`config.mk`:
```
export PLATFORM = sky130hd
export DESIGN_NAME = fpdiv_arbiter_flat
export DESIGN_NICKNAME = d
export VERILOG_FILES = /design/src/rtl/fpdiv_pkg.sv /design/src/rtl/fpdiv_arbiter_if.sv /design/src/rtl/fpdiv_rr_pick.sv /design/src/rtl/fpdiv_arbiter.sv /design/src/flat_wrapper.sv
export SDC_FILE = /design/constraint.sdc
export NUM_CORES = 1
export LEC_CHECK = 0
export CAP_MARGIN = 25
export CORE_AREA = 2 2 216 218
export CTS_CLUSTER_SIZE = 14
export DETAILED_ROUTE_END_ITERATION = 8
export DIE_AREA = 0 0 218 220
export PLACE_DENSITY = 0.46
export SLEW_MARGIN = 25
export SYNTH_ARGS = -nofsm -noshare
export SYNTH_HDL_FRONTEND = slang
export SYNTH_SLANG_ARGS = --single-unit
export TNS_END_PERCENT = 50
```
`constraint.sdc`:
```
create_clock -name clk -period 2.5 [get_ports clk]
set_clock_uncertainty 0.15 [all_clocks]
set_input_delay 0.375 -clock clk [delete_from_list [all_inputs] [get_ports clk]]
set_output_delay 0.375 -clock clk [all_outputs]
set_load 0.02 [all_outputs]
```
`src/rtl/fpdiv_pkg.sv`:
```
// Shared types and constants for the two-requester floating-point divider arbiter.
// Bundle field offsets assume the default significand/exponent widths.
package fpdiv_pkg;

    localparam int unsigned DEF_INT_W = 53;
    localparam int unsigned DEF_EXP_W = 11;

    // Bundle layout MSB..LSB: inputA, inputB, expA, expB, sgnA, sgnB, mode, flgA, flgB
    localparam int unsigned FLGB_OFF = 0;
    localparam int unsigned FLGA_OFF = 3;
    localparam int unsigned MODE_OFF = 6;
    localparam int unsigned SGNB_OFF = 7;
    localparam int unsigned SGNA_OFF = 8;
    localparam int unsigned EXPB_OFF = 9;
    localparam int unsigned EXPA_OFF = EXPB_OFF + DEF_EXP_W;
    localparam int unsigned INB_OFF  = EXPA_OFF + DEF_EXP_W;
    localparam int unsigned INA_OFF  = INB_OFF + DEF_INT_W;

    localparam logic [2:0] FLG_NORMAL = 3'b001;
    localparam logic [2:0] FLG_ZERO   = 3'b010;
    localparam logic [2:0] FLG_INF    = 3'b011;
    localparam logic [2:0] FLG_NAN    = 3'b100;

    function automatic int unsigned op_w(int unsigned int_w, int unsigned exp_w);
        return 2 * int_w + 2 * exp_w + 9;
    endfunction

    typedef enum logic [1:0] {StIdle, StLaunch, StWait, StResp} state_e;

endpackage

```
`src/rtl/fpdiv_arbiter_if.sv`:
```
// Request/response and divider-side signals of the divider arbiter.
// The slave modport is the arbiter; master is the surrounding requesters and divider.
interface fpdiv_arbiter_if #(
    parameter int unsigned INT_W = fpdiv_pkg::DEF_INT_W,
    parameter int unsigned EXP_W = fpdiv_pkg::DEF_EXP_W,
    parameter int unsigned OP_W  = fpdiv_pkg::op_w(INT_W, EXP_W)
);
    logic            req0_valid;
    logic            req0_ready;
    logic [OP_W-1:0] req0_op;
    logic            req1_valid;
    logic            req1_ready;
    logic [OP_W-1:0] req1_op;

    logic             rsp0_valid;
    logic             rsp0_ready;
    logic             rsp1_valid;
    logic             rsp1_ready;
    logic [INT_W-1:0] rsp_res;
    logic [EXP_W-1:0] rsp_exp;
    logic             rsp_sgn;
    logic             rsp_err;

    logic             div_rst;
    logic             div_start;
    logic [OP_W-1:0]  div_op;
    logic [INT_W-1:0] div_res;
    logic [EXP_W-1:0] div_exp;
    logic             div_sgn;
    logic             div_finished;

    modport slave (
        input  req0_valid, req0_op, req1_valid, req1_op, rsp0_ready, rsp1_ready,
        input  div_res, div_exp, div_sgn, div_finished,
        output req0_ready, req1_ready, rsp0_valid, rsp1_valid,
        output rsp_res, rsp_exp, rsp_sgn, rsp_err, div_rst, div_start, div_op
    );

    modport master (
        output req0_valid, req0_op, req1_valid, req1_op, rsp0_ready, rsp1_ready,
        output div_res, div_exp, div_sgn, div_finished,
        input  req0_ready, req1_ready, rsp0_valid, rsp1_valid,
        input  rsp_res, rsp_exp, rsp_sgn, rsp_err, div_rst, div_start, div_op
    );

endinterface

```
`src/rtl/fpdiv_rr_pick.sv`:
```
// Two-input round-robin grant: a lone requester wins, a tie goes to rr_ptr.
module fpdiv_rr_pick (
    input  logic valid0,
    input  logic valid1,
    input  logic rr_ptr,
    output logic gnt_valid,
    output logic gnt_id
);

    assign gnt_valid = valid0 | valid1;
    assign gnt_id    = (valid0 && valid1) ? rr_ptr : valid1;

endmodule

```
`src/rtl/fpdiv_arbiter.sv`:
```
// Shares one floating-point divider between two requesters, round-robin per operation,
// with a watchdog that aborts and resets a divider that never finishes.
module fpdiv_arbiter
    import fpdiv_pkg::*;
#(
    parameter int unsigned INT_W   = DEF_INT_W,
    parameter int unsigned EXP_W   = DEF_EXP_W,
    parameter int unsigned TIMEOUT = 127,
    parameter int unsigned OP_W    = op_w(INT_W, EXP_W)
) (
    input logic            clk,
    input logic            rst,
    fpdiv_arbiter_if.slave bus
);

    localparam int unsigned CntW = $clog2(TIMEOUT + 1);

    state_e           state_q, state_d;
    logic             rr_ptr_q, rr_ptr_d;
    logic             gnt_id_q, gnt_id_d;
    logic [OP_W-1:0]  op_q, op_d;
    logic [INT_W-1:0] res_q, res_d;
    logic [EXP_W-1:0] exp_q, exp_d;
    logic             sgn_q, sgn_d;
    logic             err_q, err_d;
    logic [CntW-1:0]  cnt_q, cnt_d;
    logic             abort_q, abort_d;

    logic pick_valid, pick_id;
    logic ready0, ready1, start, valid0, valid1, rsp_take;

    fpdiv_rr_pick u_pick (
        .valid0    (bus.req0_valid),
        .valid1    (bus.req1_valid),
        .rr_ptr    (rr_ptr_q),
        .gnt_valid (pick_valid),
        .gnt_id    (pick_id)
    );

    assign rsp_take = gnt_id_q ? bus.rsp1_ready : bus.rsp0_ready;

    always_comb begin
        state_d  = state_q;
        rr_ptr_d = rr_ptr_q;
        gnt_id_d = gnt_id_q;
        op_d     = op_q;
        res_d    = res_q;
        exp_d    = exp_q;
        sgn_d    = sgn_q;
        err_d    = err_q;
        cnt_d    = cnt_q;
        abort_d  = 1'b0;
        ready0   = 1'b0;
        ready1   = 1'b0;
        start    = 1'b0;
        valid0   = 1'b0;
        valid1   = 1'b0;
        unique case (state_q)
            StIdle: begin
                if (pick_valid && !rst) begin
                    ready0   = ~pick_id;
                    ready1   = pick_id;
                    op_d     = pick_id ? bus.req1_op : bus.req0_op;
                    gnt_id_d = pick_id;
                    state_d  = StLaunch;
                end
            end
            StLaunch: begin
                start   = ~rst;
                cnt_d   = '0;
                state_d = StWait;
            end
            StWait: begin
                cnt_d = cnt_q + 1'b1;
                // cnt_q == 0 is the first WAIT cycle; a done level there may be stale
                if (bus.div_finished && cnt_q != '0) begin
                    res_d   = bus.div_res;
                    exp_d   = bus.div_exp;
                    sgn_d   = bus.div_sgn;
                    err_d   = 1'b0;
                    state_d = StResp;
                end else if (cnt_q == CntW'(TIMEOUT - 1)) begin
                    res_d   = '0;
                    exp_d   = '0;
                    sgn_d   = 1'b0;
                    err_d   = 1'b1;
                    abort_d = 1'b1;
                    state_d = StResp;
                end
            end
            StResp: begin
                valid0 = ~gnt_id_q & ~rst;
                valid1 = gnt_id_q & ~rst;
                if (rsp_take) begin
                    rr_ptr_d = ~gnt_id_q;
                    state_d  = StIdle;
                end
            end
            default: state_d = StIdle;
        endcase
    end

    always_ff @(posedge clk) begin
        if (rst) begin
            state_q  <= StIdle;
            rr_ptr_q <= 1'b0;
            gnt_id_q <= 1'b0;
            op_q     <= '0;
            res_q    <= '0;
            exp_q    <= '0;
            sgn_q    <= 1'b0;
            err_q    <= 1'b0;
            cnt_q    <= '0;
            abort_q  <= 1'b0;
        end else begin
            state_q  <= state_d;
            rr_ptr_q <= rr_ptr_d;
            gnt_id_q <= gnt_id_d;
            op_q     <= op_d;
            res_q    <= res_d;
            exp_q    <= exp_d;
            sgn_q    <= sgn_d;
            err_q    <= err_d;
            cnt_q    <= cnt_d;
            abort_q  <= abort_d;
        end
    end

    assign bus.req0_ready = ready0;
    assign bus.req1_ready = ready1;
    assign bus.rsp0_valid = valid0;
    assign bus.rsp1_valid = valid1;
    assign bus.rsp_res    = res_q;
    assign bus.rsp_exp    = exp_q;
    assign bus.rsp_sgn    = sgn_q;
    assign bus.rsp_err    = err_q;
    assign bus.div_start  = start;
    assign bus.div_op     = op_q;
    assign bus.div_rst    = rst | abort_q;

endmodule

```
`src/flat_wrapper.sv`:
```
// flat-port wrapper written by rule: the top's interface ports become plain ports
module fpdiv_arbiter_flat import fpdiv_pkg::*;
#(
    parameter int unsigned INT_W   = DEF_INT_W,
    parameter int unsigned EXP_W   = DEF_EXP_W,
    parameter int unsigned TIMEOUT = 127,
    parameter int unsigned OP_W    = op_w(INT_W, EXP_W)
)
  (clk, rst, bus_req0_valid, bus_req0_op, bus_req1_valid, bus_req1_op, bus_rsp0_ready, bus_rsp1_ready, bus_div_res, bus_div_exp, bus_div_sgn, bus_div_finished, bus_req0_ready, bus_req1_ready, bus_rsp0_valid, bus_rsp1_valid, bus_rsp_res, bus_rsp_exp, bus_rsp_sgn, bus_rsp_err, bus_div_rst, bus_div_start, bus_div_op);
  fpdiv_arbiter_if #(.INT_W(INT_W), .EXP_W(EXP_W), .OP_W(OP_W)) bus_i ();
  input logic clk;
  input logic rst;
  input wire logic [$bits(bus_i.req0_valid)-1:0] bus_req0_valid;
  input wire logic [$bits(bus_i.req0_op)-1:0] bus_req0_op;
  input wire logic [$bits(bus_i.req1_valid)-1:0] bus_req1_valid;
  input wire logic [$bits(bus_i.req1_op)-1:0] bus_req1_op;
  input wire logic [$bits(bus_i.rsp0_ready)-1:0] bus_rsp0_ready;
  input wire logic [$bits(bus_i.rsp1_ready)-1:0] bus_rsp1_ready;
  input wire logic [$bits(bus_i.div_res)-1:0] bus_div_res;
  input wire logic [$bits(bus_i.div_exp)-1:0] bus_div_exp;
  input wire logic [$bits(bus_i.div_sgn)-1:0] bus_div_sgn;
  input wire logic [$bits(bus_i.div_finished)-1:0] bus_div_finished;
  output wire logic [$bits(bus_i.req0_ready)-1:0] bus_req0_ready;
  output wire logic [$bits(bus_i.req1_ready)-1:0] bus_req1_ready;
  output wire logic [$bits(bus_i.rsp0_valid)-1:0] bus_rsp0_valid;
  output wire logic [$bits(bus_i.rsp1_valid)-1:0] bus_rsp1_valid;
  output wire logic [$bits(bus_i.rsp_res)-1:0] bus_rsp_res;
  output wire logic [$bits(bus_i.rsp_exp)-1:0] bus_rsp_exp;
  output wire logic [$bits(bus_i.rsp_sgn)-1:0] bus_rsp_sgn;
  output wire logic [$bits(bus_i.rsp_err)-1:0] bus_rsp_err;
  output wire logic [$bits(bus_i.div_rst)-1:0] bus_div_rst;
  output wire logic [$bits(bus_i.div_start)-1:0] bus_div_start;
  output wire logic [$bits(bus_i.div_op)-1:0] bus_div_op;
  assign bus_i.req0_valid = bus_req0_valid;
  assign bus_i.req0_op = bus_req0_op;
  assign bus_i.req1_valid = bus_req1_valid;
  assign bus_i.req1_op = bus_req1_op;
  assign bus_i.rsp0_ready = bus_rsp0_ready;
  assign bus_i.rsp1_ready = bus_rsp1_ready;
  assign bus_i.div_res = bus_div_res;
  assign bus_i.div_exp = bus_div_exp;
  assign bus_i.div_sgn = bus_div_sgn;
  assign bus_i.div_finished = bus_div_finished;
  assign bus_req0_ready = bus_i.req0_ready;
  assign bus_req1_ready = bus_i.req1_ready;
  assign bus_rsp0_valid = bus_i.rsp0_valid;
  assign bus_rsp1_valid = bus_i.rsp1_valid;
  assign bus_rsp_res = bus_i.rsp_res;
  assign bus_rsp_exp = bus_i.rsp_exp;
  assign bus_rsp_sgn = bus_i.rsp_sgn;
  assign bus_rsp_err = bus_i.rsp_err;
  assign bus_div_rst = bus_i.div_rst;
  assign bus_div_start = bus_i.div_start;
  assign bus_div_op = bus_i.div_op;
  fpdiv_arbiter #(.INT_W(INT_W), .EXP_W(EXP_W), .TIMEOUT(TIMEOUT), .OP_W(OP_W)) u_core (.clk(clk), .rst(rst), .bus(bus_i));
endmodule
```
==> results of run 1 <==
[cells by family (layout without fill, tap and decap cells)]
| kind of cell | after synthesis | count (layout) | share of synthesized area (%) |
|---|---|---|---|
| flip-flops | 215 | 215 | 49.42 |
| multiplexers | 140 | 140 | 16.09 |
| AO/OA/AOI/OAI | 221 | 221 | 20.64 |
| adder cells (fa/ha/maj) | 7 | 7 | 1.006 |
| AND/OR/NAND/NOR | 168 | 168 | 7.743 |
| buffers and inverters | 92 | 647 | 4.698 |
| other | 0 | 2 | 0 |
| XOR/XNOR | 4 | 4 | 0.4023 |
[area by class of cell]
cell class                 instances  area, um^2
clock inverter                     8       105.1
multi-input combinational        540        4036
tap                              607       759.5
fill                            4648       29810
sequential                       215        4307
timing repair buffer             589        5956
inverter                           9       33.78
clock buffer                      41       849.6
antenna                            2       5.005
[cells in the mapped netlist (2+ instances only)]
cell type and n:
xor2_1 3, buf_2 18, or3_1 2, o21ai_0 2, ha_1 7, or2_2 2
nand4_1 3, nor2_1 146, clkbuf_1 53, buf_6 5, nand2_1 7, a21oi_1 6
o21ai_1 2, dfxtp_1 215, buf_1 6, a211oi_1 138, o31a_1 2, a32o_1 65
inv_1 8, mux2i_1 140
[state kept, by name, summed over array words and instances (netlist names)]
register	cells
u_core.gnt_id_q	1
u_core.bus.rsp_err	1
u_core.bus.rsp_res	53
u_core.abort_q	1
u_core.bus.div_op	137
u_core.cnt_q	7
u_core.state_q	2
u_core.bus.rsp_sgn	1
u_core.rr_ptr_q	1
u_core.bus.rsp_exp	11
[worst max-delay path by stage]
stage / from / end / slack, ps / cells after the start
5_1_grt: u_core.state_q[1]$_SDFFE_PP0P_ / bus_req0_ready / 30 / 7
4_1_cts: u_core.state_q[1]$_SDFFE_PP0P_ / bus_req0_ready / 30 / 7
3_3_place_gp: bus_req0_valid / u_core.bus.div_op[67]$_SDFFE_PP0P_ / 50 / 8
3_5_place_dp: bus_req0_valid / u_core.bus.div_op[67]$_SDFFE_PP0P_ / 50 / 8
2_1_floorplan: u_core.state_q[0]$_SDFFE_PP0P_ / bus_req0_ready / 310 / 7
6_report: u_core.state_q[0]$_SDFFE_PP0P_ / bus_req0_ready / 160 / 7
[report_power, final]
group	internal (uW)	switching, uW
combinational	2300	2310
sequential	4060	340
clock	2540	1590
total	8900	4240
[tightest hold or removal path: stages]
cell	delay, ps
buf_4	190
a31oi_1	60
o21a_1	100
[layer usage]
metal	global-route usage, %	routed length (um)	vias up
met5	0	0	-
met4	5.420	1104	0
met3	3.354	2602	62
met2	24.30	18080	289
met1	16.92	14580	3885
li1	-	-	4237
[metrics by stage]
stage               hold slack, ps  cell area, um^2  util, %
floorplan                    317.7             8710        -
global placement             327.4            15050    32.81
detailed placement           331.9            15050    32.81
CTS                          25.79            16030    34.96
global route                 79.71            16050    35.00
finish                       52.83            16050    35.00
[repair_timing]
action                                  CTS  global route
resized for setup                         6             3
buffers inserted                          1             1
pin swaps                                 1             1
hold buffers                              2             0
endpoints found under the setup margin    4             1
hold endpoints to repair                  5             0
==> impl_metrics.tcl, run 1 <==
set metrics [dict create \
    fin_crit_ps 2344 \
    rsz0062_at_grt "no" \
    fin_nets 1736 \
    die_width_um 218 \
    ys_types 37 \
    clk_latency_ps 570 \
    numPortBuffers 554 \
    regToRegStartpoint "u_core.cnt_q[0]$_SDFFE_PP0P_" \
    gp_congestion 0.8125 \
    postRouteAntennaNets 0 \
    numCtsBuffers 28 \
    root_buffer "clkbuf_16" \
    area_growth_pct 84.30 \
    regToRegSetupSlack_ps 220 \
    synth-seq-area-share_pct 49.42 \
    max-cap-violations 0 \
    slew_headroom_pct 45.26 \
    power_uw 13130 \
    synth_nets 1200 \
    hold_viol_final 0 \
    drc 0 \
    cp-end-kind "primary output" \
    grt_pass1_wl_um 52080 \
    synthFlopType "dfxtp_1" \
    crit_chain "inv_1 -> ha_2 -> inv_2 -> nor2_4 -> buf_6 -> and2_4 -> buf_4" \
    core_um2 45860 \
    final_common_cell "clkdlybuf4s50_1" \
    ys_seq_elements 215 \
    ys_top_cells_by_area "dfxtp_1 (49%), mux2i_1 (16%), a211oi_1 (12%)" \
    grt_pass1_vias 8256 \
    synth-edff-count 0 \
    holdCritPathClass "in -> reg" \
    max_freq_ghz 0.4267 \
    placed_cells 1956 \
    cp_slowest_stage_delay_ps 340 \
    fp.dieH_um 220 \
    path_clk_slew_ps 60 \
    pre_cts_ws_ps 45.48 \
    rr_worst_depth 7 \
    hpwlAfterDp_um 27570 \
    critPathBufInv 4 \
    cts_tree "built" \
    drt_pass1_iterations 4 \
    setup_viol 0 \
    netlist_area_um2 8710 \
    startpoint_type "flip-flop" \
    clock-sinks 215 \
    syn_inst 847 \
    avgSynthCellArea_um2 10.28 \
    drtIter0Drc 418 \
    r2r-end "u_core.bus.rsp_res[34]$_SDFFE_PP0P_" \
    slew_violations 0 \
    rows 79 \
    critical_path_class "reg -> out" \
    ios 555 \
    cellPowerDensity_nw_per_um2 818.1 \
    grt-ovfl-total 0 \
    path_delay_family "buffers and inverters" \
    worstMarginPinSlew_ps 821.0 \
    grt_usage_pct 14.10 \
    synth_top_area_share_pct 49.42 \
    yosysTopAreaCell "dfxtp_1" \
    arrival_ps 1820 \
    dieArea_um2 47960 \
    num_vias 8473 \
    hold_end "u_core.state_q[0]$_SDFFE_PP0P_" \
    fin_ws_ps 156.2 \
    instances_no_fill 2011 \
    final.setup.tns_ps 0 \
    h-tree-depth 1 \
    wl_um 36360 \
    hold_start "rst" \
    mostFrequentLayoutCells "clkdlybuf4s50_1 (548), dfxtp_1 (213), nor2_1 (145)" \
    wl_per_cell_um 18.08 \
    fin_crit_sh_pct 93.75 \
    timing.critical_path.fanout_max 6 \
    worst_hold_path.num_cells 3 \
    peakVddDrop_uv 495.2 \
    ys.warnings.count 0 \
    cts_buffer_depth 3 \
    layout-drive-gt1-share_pct 6.705 \
    initial_core_util_pct 18.99 \
    cpMaxStageDelayCell "dfxtp_2" \
    cp_data_required_time_ps 1980 \
    outcome "completed" \
    via_per_inst 4.213 \
    antenna_found_initial 2 \
    p_leak_uw 0.006304 \
    grt_max_degree 107 \
    synthArstFlopShare_pct 0 \
]
(Power assumes the default switching activity.)
==> run 2: changes to the inputs <==
CTS_CLUSTER_SIZE = 20   (was 14)
==> results of run 2 <==
The final DEF is identical to that of run 1; final timing and power are the same.
